### src/rtl/j_gpuram_arb.sv
// Two-port arbiter sharing the GPU's single-port 1024x32 RAM between GPU core and host bus.
// Define GPURAM_ARB_RR_EN for round-robin contention; default is GPU priority bounded by GPU_BURST.
module j_gpuram_arb #(
  parameter int GPU_BURST = 4
) (
  input  logic        sys_clk,
  input  logic        resetl,
  input  logic        g_req,
  input  logic        g_we,
  input  logic [9:0]  g_addr,
  input  logic [31:0] g_wdata,
  output logic        g_ack,
  output logic [31:0] g_rdata,
  output logic        g_rvalid,
  input  logic        h_req,
  input  logic        h_we,
  input  logic [9:0]  h_addr,
  input  logic [31:0] h_wdata,
  output logic        h_ack,
  output logic [31:0] h_rdata,
  output logic        h_rvalid,
  output logic [9:0]  rama,
  output logic        ramen,
  output logic        ramwe,
  output logic [31:0] ram_din,
  input  logic [31:0] ram_dout
);

  // state | meaning
  // IDLE  | no RAM cycle this clock
  // GPU   | current RAM cycle belongs to the GPU port
  // HOST  | current RAM cycle belongs to the host port
  typedef enum logic [1:0] {ST_IDLE, ST_GPU, ST_HOST} state_t;

  state_t      r_state;
  logic [3:0]  r_burst;
  logic        r_last_h;
  logic        r_rd1_g, r_rd1_h;
  logic        r_rvalid_g, r_rvalid_h;
  logic [31:0] r_rdata_g, r_rdata_h;
  logic [9:0]  r_rama;
  logic        r_ramwe;
  logic [31:0] r_ram_din;
  logic        w_gnt_g, w_gnt_h;

  always_comb begin
    w_gnt_g = 1'b0;
    w_gnt_h = 1'b0;
    if (g_req && h_req) begin
`ifdef GPURAM_ARB_RR_EN
      if (r_last_h) w_gnt_g = 1'b1;
      else          w_gnt_h = 1'b1;
`else
      if (r_burst < 4'(GPU_BURST)) w_gnt_g = 1'b1;
      else                         w_gnt_h = 1'b1;
`endif
    end else begin
      w_gnt_g = g_req;
      w_gnt_h = h_req;
    end
  end

  always_ff @(posedge sys_clk or negedge resetl) begin
    if (!resetl) begin
      r_state    <= ST_IDLE;
      r_burst    <= 4'd0;
      r_last_h   <= 1'b1;
      r_rd1_g    <= 1'b0;
      r_rd1_h    <= 1'b0;
      r_rvalid_g <= 1'b0;
      r_rvalid_h <= 1'b0;
      r_rdata_g  <= 32'd0;
      r_rdata_h  <= 32'd0;
      r_rama     <= 10'd0;
      r_ramwe    <= 1'b0;
      r_ram_din  <= 32'd0;
    end else begin
      r_rd1_g    <= 1'b0;
      r_rd1_h    <= 1'b0;
      r_ramwe    <= 1'b0;
      if (w_gnt_g) begin
        r_state   <= ST_GPU;
        r_rama    <= g_addr;
        r_ramwe   <= g_we;
        r_ram_din <= g_wdata;
        r_rd1_g   <= ~g_we;
        r_last_h  <= 1'b0;
      end else if (w_gnt_h) begin
        r_state   <= ST_HOST;
        r_rama    <= h_addr;
        r_ramwe   <= h_we;
        r_ram_din <= h_wdata;
        r_rd1_h   <= ~h_we;
        r_last_h  <= 1'b1;
      end else begin
        r_state   <= ST_IDLE;
      end
      // Burst length only matters while the host is actually waiting.
      if (!h_req || w_gnt_h)                r_burst <= 4'd0;
      else if (w_gnt_g && r_burst != 4'hF)  r_burst <= r_burst + 4'd1;
      r_rvalid_g <= r_rd1_g;
      r_rvalid_h <= r_rd1_h;
      if (r_rvalid_g) r_rdata_g <= ram_dout;
      if (r_rvalid_h) r_rdata_h <= ram_dout;
    end
  end

  assign g_ack    = (r_state == ST_GPU);
  assign h_ack    = (r_state == ST_HOST);
  assign ramen    = (r_state != ST_IDLE);
  assign ramwe    = r_ramwe;
  assign rama     = r_rama;
  assign ram_din  = r_ram_din;
  assign g_rvalid = r_rvalid_g;
  assign h_rvalid = r_rvalid_h;
  // RAM data arrives in the rvalid cycle; pass it through then hold it.
  assign g_rdata  = r_rvalid_g ? ram_dout : r_rdata_g;
  assign h_rdata  = r_rvalid_h ? ram_dout : r_rdata_h;

endmodule

### config.mk
export PLATFORM = sky130hd
export DESIGN_NAME = j_gpuram_arb
export DESIGN_NICKNAME = d
export VERILOG_FILES = /design/src/rtl/j_gpuram_arb.sv
export SDC_FILE = /design/constraint.sdc
export NUM_CORES = 1
export LEC_CHECK = 0
export ABC_AREA = 1
export ABC_CLOCK_PERIOD_IN_PS = 2720
export BUFFER_PORTS_ARGS = -buffer_cell sky130_fd_sc_hd__buf_2
export CAP_MARGIN = 20
export CORE_MARGIN = 2
export CORE_UTILIZATION = 47
export DETAILED_ROUTE_END_ITERATION = 10
export PLACE_DENSITY = 0.85
export SETUP_SLACK_MARGIN = 0.15
export SYNTH_ARGS = -nofsm -noshare
export SYNTH_HDL_FRONTEND = slang
export SYNTH_SLANG_ARGS = --single-unit
### constraint.sdc
create_clock -name sys_clk -period 2.72 [get_ports sys_clk]
set_input_delay 0.544 -clock sys_clk [delete_from_list [all_inputs] [get_ports sys_clk]]
set_output_delay 0.544 -clock sys_clk [all_outputs]
set_load 0.01 [all_outputs]
# ---- Word level (Yosys, flattened, before mapping)
# Index checks and enable logic that the tools add are counted.
dict set report totals {
  mem_count 0
  ramBits 0
  mem_bits_ro 0
  latchBits 0
  register_bits 117
  input_bits 122
  elab_cells 44
}
dict set report classes {
  multipliers 0
  order_cmp 1
  bitwise 2
  eq_ne 3
  shifts 0
  n_reduce_logical 7
  n_mux 19
  n_addsub 1
  div_mod_pow 0
}
# op count
set op_table {}
lappend op_table {{$mux W32} 4}
lappend op_table {{$mux W10} 2}
lappend op_table {{$mux W1} 9}
lappend op_table {{$mux W4} 2}
lappend op_table {{$reduce_bool A2 Y1} 3}
lappend op_table {{$add A4 B1 Y4 const B} 1}
lappend op_table {{$lt A4 B3 Y1 const B} 1}
lappend op_table {{$mux W2} 2}
lappend op_table {{$ne A4 B4 Y1 const B} 1}
lappend op_table {{$eq A2 B1 Y1 const B} 1}
lappend op_table {{$eq A2 B2 Y1 const B} 1}
lappend op_table {{$logic_and A1 B1 Y1} 2}
lappend op_table {{$not A1 Y1} 2}
lappend op_table {{$logic_not A1 Y1} 1}
lappend op_table {{$logic_or A1 B1 Y1} 1}

# ---- Longest topological paths before layout
# Gate-level depths: netlist of the first run.
dict set report depth {
  word_depth 6
  mapped_depth 6
  ltp_nobuf 6
}

# ---- Worst setup path after synthesis of the first run
# No wires, ideal clock.
dict set report synth_path {
  path_type {register to output}
  startpoint {register r_rvalid_h, in the netlist h_rvalid}
  endpoint {output port h_rdata[10]}
  t_required_ps 2176
  path_stages_with_launch 4
  arrival_ps 1077
  path_buffers 2
  slack_ps 1099
  cell_sequence {dfrtp_1 -> clkbuf_2 -> buf_6 -> mux2_1}
}
dict set report synth_between {
  elab_chain_len 1
}
# element line
set synth_rtl {}
lappend synth_rtl {{from (decl)} 39} ;# logic r_rvalid_g, r_rvalid_h;
lappend synth_rtl {{from (signal assigned)} 102} ;# r_rvalid_h <= r_rd1_h;
lappend synth_rtl {{$mux W32} -}
lappend synth_rtl {{to (decl)} 20} ;# output logic [31:0] h_rdata,
# No other way between the ends.

# ---- Final worst setup path of the first run
dict set report layout_path {
  startpoint {register r_rvalid_g, in the netlist g_rvalid}
  endpoint {output port g_rdata[0]}
}
dict set report layout_between {
  elab_chain_len 1
}
# element line
set layout_rtl {}
lappend layout_rtl {{from (decl)} 39}
lappend layout_rtl {{from (signal assigned)} 101} ;# r_rvalid_g <= r_rd1_g;
lappend layout_rtl {{$mux W32} -}
lappend layout_rtl {{to (decl)} 13} ;# output logic [31:0] g_rdata,
# No other way between the ends.

==> results of run 1 <==
-- power by group --
part	leakage (nW)	switching, mW	internal (mW)	total [mW]
registers	1.37	0.0865	1.99	2.07
logic	2.30	0.566	0.453	1.02
clock network	0.306	0.765	1.51	2.28
total	3.98	1.42	3.95	5.37
-- layer usage --
metal  share of wire (%)  up-vias  wire, µm
met2                  50      199      6894
met1                  40     2165      5549
met5               0.095        -        13
li1                    -     2161         -
met3                 8.1       17      1114
met4                 1.1        2       157
-- layout make-up --
type	instances	area (µm²)
multi-input combinational	294	1991
tap	143	178.9
inverter	91	341.6
sequential	117	2928
timing repair buffer	244	1266
clock inverter	12	152.6
fill	957	4192
clock buffer	20	466.7
-- cells by family (layout without fill, tap and decap cells) --
logic type | count (synthesis) | count (layout)
compound gates | 1 | 1
fa+ha+maj | 1 | 1
buf+inv | 125 | 367
flops | 117 | 117
mux | 64 | 64
other cells | 1 | 1
simple gates | 227 | 227
-- layout by cell type, fill, tap and decap left out --
| cell | synthesis | final |
|---|---|---|
| buf_2 | 8 | 232 |
| dfrtp_1 | 117 | 117 |
| nand2_1 | 90 | 90 |
| inv_1 | 90 | 90 |
| nand3_1 | 87 | 87 |
| mux2_2 | 60 | 60 |
| nand3_2 | 40 | 40 |
| clkbuf_16 | 0 | 17 |
| buf_4 | 0 | 10 |
| nor2_1 | 7 | 7 |
| mux2_1 | 4 | 4 |
| clkinv_2 | 0 | 4 |
| clkinv_4 | 0 | 4 |
| clkbuf_8 | 0 | 3 |
| bufinv_16 | 0 | 3 |
| o21ai_4 | 1 | 1 |
| nor2_2 | 1 | 1 |
| nand2_4 | 1 | 1 |
| nor2_8 | 1 | 1 |
| inv_2 | 1 | 1 |
| ha_1 | 1 | 1 |
| clkinvlp_4 | 0 | 1 |
| dlygate4sd3_1 | 0 | 1 |
| buf_12 | 0 | 1 |
| conb_1 | 1 | 1 |
-- path summary, 6_finish.rpt --
kind	end	cells after the start	startpoint	slack (ns)
setup / recovery	g_rdata[0]	3	g_rvalid	0.49
hold / removal	r_rd1_h	2	h_we	0.31
setup reg to reg	ram_din[24]	4	r_burst[3]	0.98
hold reg to reg	h_rvalid	0	r_rd1_h	0.34
max in group asynchronous	r_burst[1]	3	resetl	1.46
min in group asynchronous	r_rdata_g[24]	2	resetl	0.53
-- per-stage QoR --
step / worst slack, ns / cell area, µm²
after floorplan: 1.099 / 5580
after global placement: 0.8681 / 6695
after detailed placement: 0.7907 / 6695
after CTS: 0.4546 / 7325
after global routing: 0.4200 / 7325
final: 0.4920 / 7325
-- state kept, by name (all words and copies together) (netlist names) --
name / cells
g_rvalid: 1
h_rvalid: 1
r_burst: 4
r_rd1_g: 1
r_rd1_h: 1
r_rdata_g: 32
r_rdata_h: 32
r_state: 2
ram_din: 32
rama: 10
ramwe: 1
-- critical path: cells and delay by family (launching register included) --
family,cells,cell delay (ns)
buffers and inverters,2,0.53
DFF,1,0.32
muxes,1,0.42
-- repair_timing --
action,4_1_cts,5_1_grt
hold endpoints to repair,12,0
hold buffers,1,0
gates resized for setup,0,0
==> impl_metrics.json, run 1 <==
{
  "synthAdderAreaFrac_pct": 0.2242,
  "total_power_mw": 5.369,
  "ys.warnings.count": 0,
  "stdcell_count": 921,
  "ys_top_cells_by_area": "dfrtp_1, mux2_2, nand3_1",
  "die_w_um": 113.0,
  "coreArea_um2": 11520,
  "vias": 4544,
  "ys_async_sr_fraction_pct": 100.0,
  "peakVddDrop_v": 0.0002840,
  "synth_compound_gate_area_share_pct": 0.2915,
  "insertion_delay_ns": 0.40,
  "place_inst": 888,
  "tightest_slew_ns": 1.032,
  "final_layout_size_suffix_gt1_share_pct": 48.84,
  "fp.dieArea_um2": 12760,
  "synth-main-ff-cell": "dfrtp_1",
  "io_buffers": 233,
  "area_growth_pct": 31.26,
  "rows": 39,
  "p_per_area_nw_per_um2": 733.1,
  "synth_top_cell_area_share_pct": 52.47,
  "synth_common_cells": "dfrtp_1, inv_1, nand2_1, nand3_1, mux2_2",
  "yosys.area_share.simple_pct": 22.17,
  "crit_chain": "buf_4, mux2_2, buf_2",
  "period_needed_ns": 2.228,
  "utilization_pct": 63.60,
  "cts_root_buf": "clkbuf_16",
  "finalSetupViolCount": 0,
  "cap_viol_max_count": 0,
  "syn_inst": 536,
  "final_net_count": 888,
  "clk_path_buf_depth": 2,
  "post_cts_buffers": 0,
  "max_freq_mhz": 448.8,
  "cp-start-kind": "flop",
  "grt_usage_pct": 21.25,
  "grt_util_met2_pct": 35.90,
  "cts_num_sinks": 117,
  "synth_nets": 659,
  "crit_type": "reg -> out",
  "busiest_layer": "met2",
  "grt_use_met3_pct": 6.535,
  "synth.most_common_cell": "dfrtp_1",
  "critPathRequiredTime_ns": 2.18,
  "grtUsageMet1_pct": 26.32,
  "htreeDepth": 4,
  "fin_crit_sh_pct": 81.91,
  "avgRoutedWirePerCell_um": 14.91,
  "drt_pass1_iterations": 8,
  "max_stage_delay_ns": 0.42,
  "first_iter_violations": 324,
  "viasPerCell": 4.934,
  "numCtsBuffers": 17,
  "synth.avg_cell_area_um2": 10.41,
  "grt_max_degree": 69,
  "synth_top_family_by_area": "simple AND/OR/NAND/NOR gates",
  "grt_overflow": 0,
  "postRouteAntennaNets": 0,
  "drv_slew": 0,
  "wl_mm": 13.73,
  "yosysSeqAreaShare_pct": 52.47,
  "relSlewSlack_pct": 30.96,
  "hp-class": "in -> reg",
  "cp_data_arrival_time_ns": 1.68,
  "hold_viol": 0,
  "hold_ws_ns": 0.3136,
  "yosys.area_share.xor_xnor_pct": 0,
  "drc": 20,
  "setup-tns-final_ns": 0,
  "cp-end-kind": "output pin",
  "grt_pass1_vias": 4306,
  "rsz0062_at_grt": "false",
  "grt_pass1_wl_mm": 21.34,
  "cts_tree": "yes",
  "ys_types": 18,
  "hpwl_mm": 9.716,
  "io_pins": 234,
  "skew_ns": 0.007385,
  "clk_pin_slew_ns": 0.05,
  "synth_top_area_cell": "dfrtp_1",
  "crit_path_top_delay_cell": "mux2_2",
  "initial_core_util_pct": 48.46,
  "cp_max_fo": 33,
  "violations": "DRC",
  "fp.dieH_um": 113.0,
  "synth_edf_count": 0,
  "leakage_nw": 3.977,
  "synthMuxAreaShare_pct": 12.91,
  "grt_antenna_before_repair": 1,
  "syn_area_um2": 5580,
  "diodes": 0,
  "place.gp.congestion": 0.8486,
  "ys_ff_latch": 117,
  "outcome": "finished, violations left"
}
Note: power is estimated with default switching activity, not from simulation.
==> run 2, diff against run 1 <==
- ABC_CLOCK_PERIOD_IN_PS: 2720 -> 2000
- CORE_UTILIZATION: 47 -> 44
- PLACE_DENSITY: 0.85 -> 0.83
- clock period: 2.72 -> 2 ns (I/O delays scaled with it)
==> impl_metrics.json, run 2 (synthesis results as in run 1) <==
{
  "grt_pass1_wl_mm": 21.11,
  "diodes": 0,
  "grt_pass1_vias": 4349,
  "wl_mm": 16.49,
  "final_layout_size_suffix_gt1_share_pct": 51.06,
  "violations": "setup timing",
  "hp-class": "in -> reg",
  "skew_ns": 0.008274,
  "dr.max_layer_used": "met4",
  "grt_max_degree": 61,
  "period_needed_ns": 2.013,
  "drc": 0,
  "postRouteAntennaNets": 0,
  "utilization_pct": 65.92,
  "p_per_area_nw_per_um2": 939.5,
  "wl_met2_mm": 8.306,
  "crit_path_top_delay_cell": "dfrtp_2",
  "grt_overflow": 0,
  "total_power_mw": 7.753,
  "outcome": "finished, violations left",
  "vias": 4736,
  "hold_viol": 0,
  "die_w_um": 116.6,
  "cap_viol_max_count": 0,
  "final_cell_mix": "buf_2, dfrtp_1, nand2_1, inv_1, nand3_1",
  "final_net_count": 914,
  "fp.dieH_um": 116.6,
  "wl_met1_mm": 6.756,
  "tightest_slew_ns": 1.028,
  "io_buffers": 233,
  "numCtsBuffers": 17,
  "fp.dieArea_um2": 13600,
  "rows": 41,
  "fin_crit_sh_pct": 100.6,
  "dp_worst_setup_slack_ns": 0.2439,
  "crit_type": "reg -> out",
  "crit_top_cell": "buf_6",
  "initial_core_util_pct": 44.58,
  "cts_num_sinks": 117,
  "coreArea_um2": 12520,
  "leakage_nw": 4.437,
  "cp_max_fo": 7,
  "first_iter_violations": 281,
  "insertion_delay_ns": 0.39,
  "met3_length_mm": 1.135,
  "finalSetupViolCount": 1,
  "drt_pass1_iterations": 4,
  "ff2ff_setup_slack_ns": 0.27,
  "place.gp.congestion": 0.7904,
  "io_pins": 234,
  "r2r-end": "ram_din[1]",
  "relSlewSlack_pct": 31.43,
  "place_inst": 918,
  "nFillCells": 924,
  "crit_chain": "buf_6, clkbuf_16, mux2_4, buf_6",
  "startpoint": "h_rvalid",
  "cp_data_arrival_time_ns": 1.61,
  "layout_setup_ws_ns": -0.01254,
  "cp-end-kind": "output pin",
  "max_stage_delay_ns": 0.45,
  "clk_path_buf_depth": 2,
  "stdcell_count": 975,
  "grt_antenna_before_repair": 0,
  "max_freq_mhz": 496.9,
  "endpoint": "h_rdata[28]",
  "grt_usage_pct": 20.07,
  "reg2reg_depth": 4,
  "clk_pin_slew_ns": 0.06,
  "reg2reg_from": "r_burst[2]",
  "htreeDepth": 4,
  "final_common_cell": "buf_2",
  "peakVddDrop_v": 0.0006245,
  "hpwl_mm": 9.420,
  "area_growth_pct": 47.87,
  "viasPerCell": 4.857,
  "cts_root_buf": "clkbuf_16",
  "critPathRequiredTime_ns": 1.60,
  "setup-tns-final_ns": -0.01254,
  "rsz0062_at_grt": "true",
  "avgRoutedWirePerCell_um": 16.91,
  "cp-start-kind": "flop",
  "drv_slew": 0,
  "cts_tree": "yes"
}
[run 2: cell count changes in the layout (fill, tap and decap cells not counted), moves of 3 or more]
cell / delta
buf_4: +13
clkinv_4: -3
clkbuf_8: -3
mux2_1: -4
mux2_4: +58
clkinvlp_4: +4
buf_12: +5
buf_2: -58
clkbuf_16: +3
buf_6: +59
mux2_2: -54
[run 2: worst min path at each step]
stage	start	end	slack (ns)	cells after the start
2_1_floorplan	resetl	g_rvalid	0.10	0
3_3_place_gp	resetl	r_rdata_g[21]	0.22	1
3_5_place_dp	resetl	r_rdata_g[21]	0.22	1
4_1_cts	h_we	r_rd1_h	0.16	2
5_1_grt	g_we	r_rd1_g	0.17	2
6_report	h_we	r_rd1_h	0.18	2
[run 2: power breakdown]
group / internal [mW] / switching, mW
logic: 1.09 / 0.914
registers: 2.70 / 0.152
clock network: 1.82 / 1.07
total: 5.62 / 2.14
[run 2: worst max-delay path: cells and delay by family (launching register included)]
family | cells | cell delay (ns)
flip-flops | 1 | 0.45
multiplexers | 1 | 0.32
buffers and inverters | 3 | 0.44
[run 2: what timing repair did]
item,CTS,global route
pin swaps,0,1
gates resized for setup,11,116
endpoints found under the hold margin,3,0
buffers inserted,4,14
gates cloned,2,5
hold buffers,1,0
setup endpoints to repair,61,82
[run 2: per-stage QoR]
stage          area, µm²  hold WS (ns)
6_report            8252        0.1783
3_5_place_dp        6789        0.2199
3_3_place_gp        6789        0.2197
4_1_cts             7505        0.1558
2_1_floorplan       5580        0.1044
5_1_grt             8252        0.1655
[run 2: area by class of cell]
| type | instances | area [µm²] | area share, % |
|---|---|---|---|
| clock inverters | 13 | 135.1 | 1.638 |
| well taps | 172 | 215.2 | 2.608 |
| clock buffers | 18 | 429.2 | 5.201 |
| repair buffers | 269 | 1983 | 24.03 |
| multi-input cells | 295 | 2217 | 26.87 |
| flip-flops and latches | 117 | 2930 | 35.51 |
| inverters | 91 | 341.6 | 4.140 |
[run 2: per-layer routing]
metal	vias to the layer above	track usage [%]
met1	2289	24.09
met3	25	6.020
met2	211	34.69
met4	0	6.510
li1	2211	-
met5	-	0
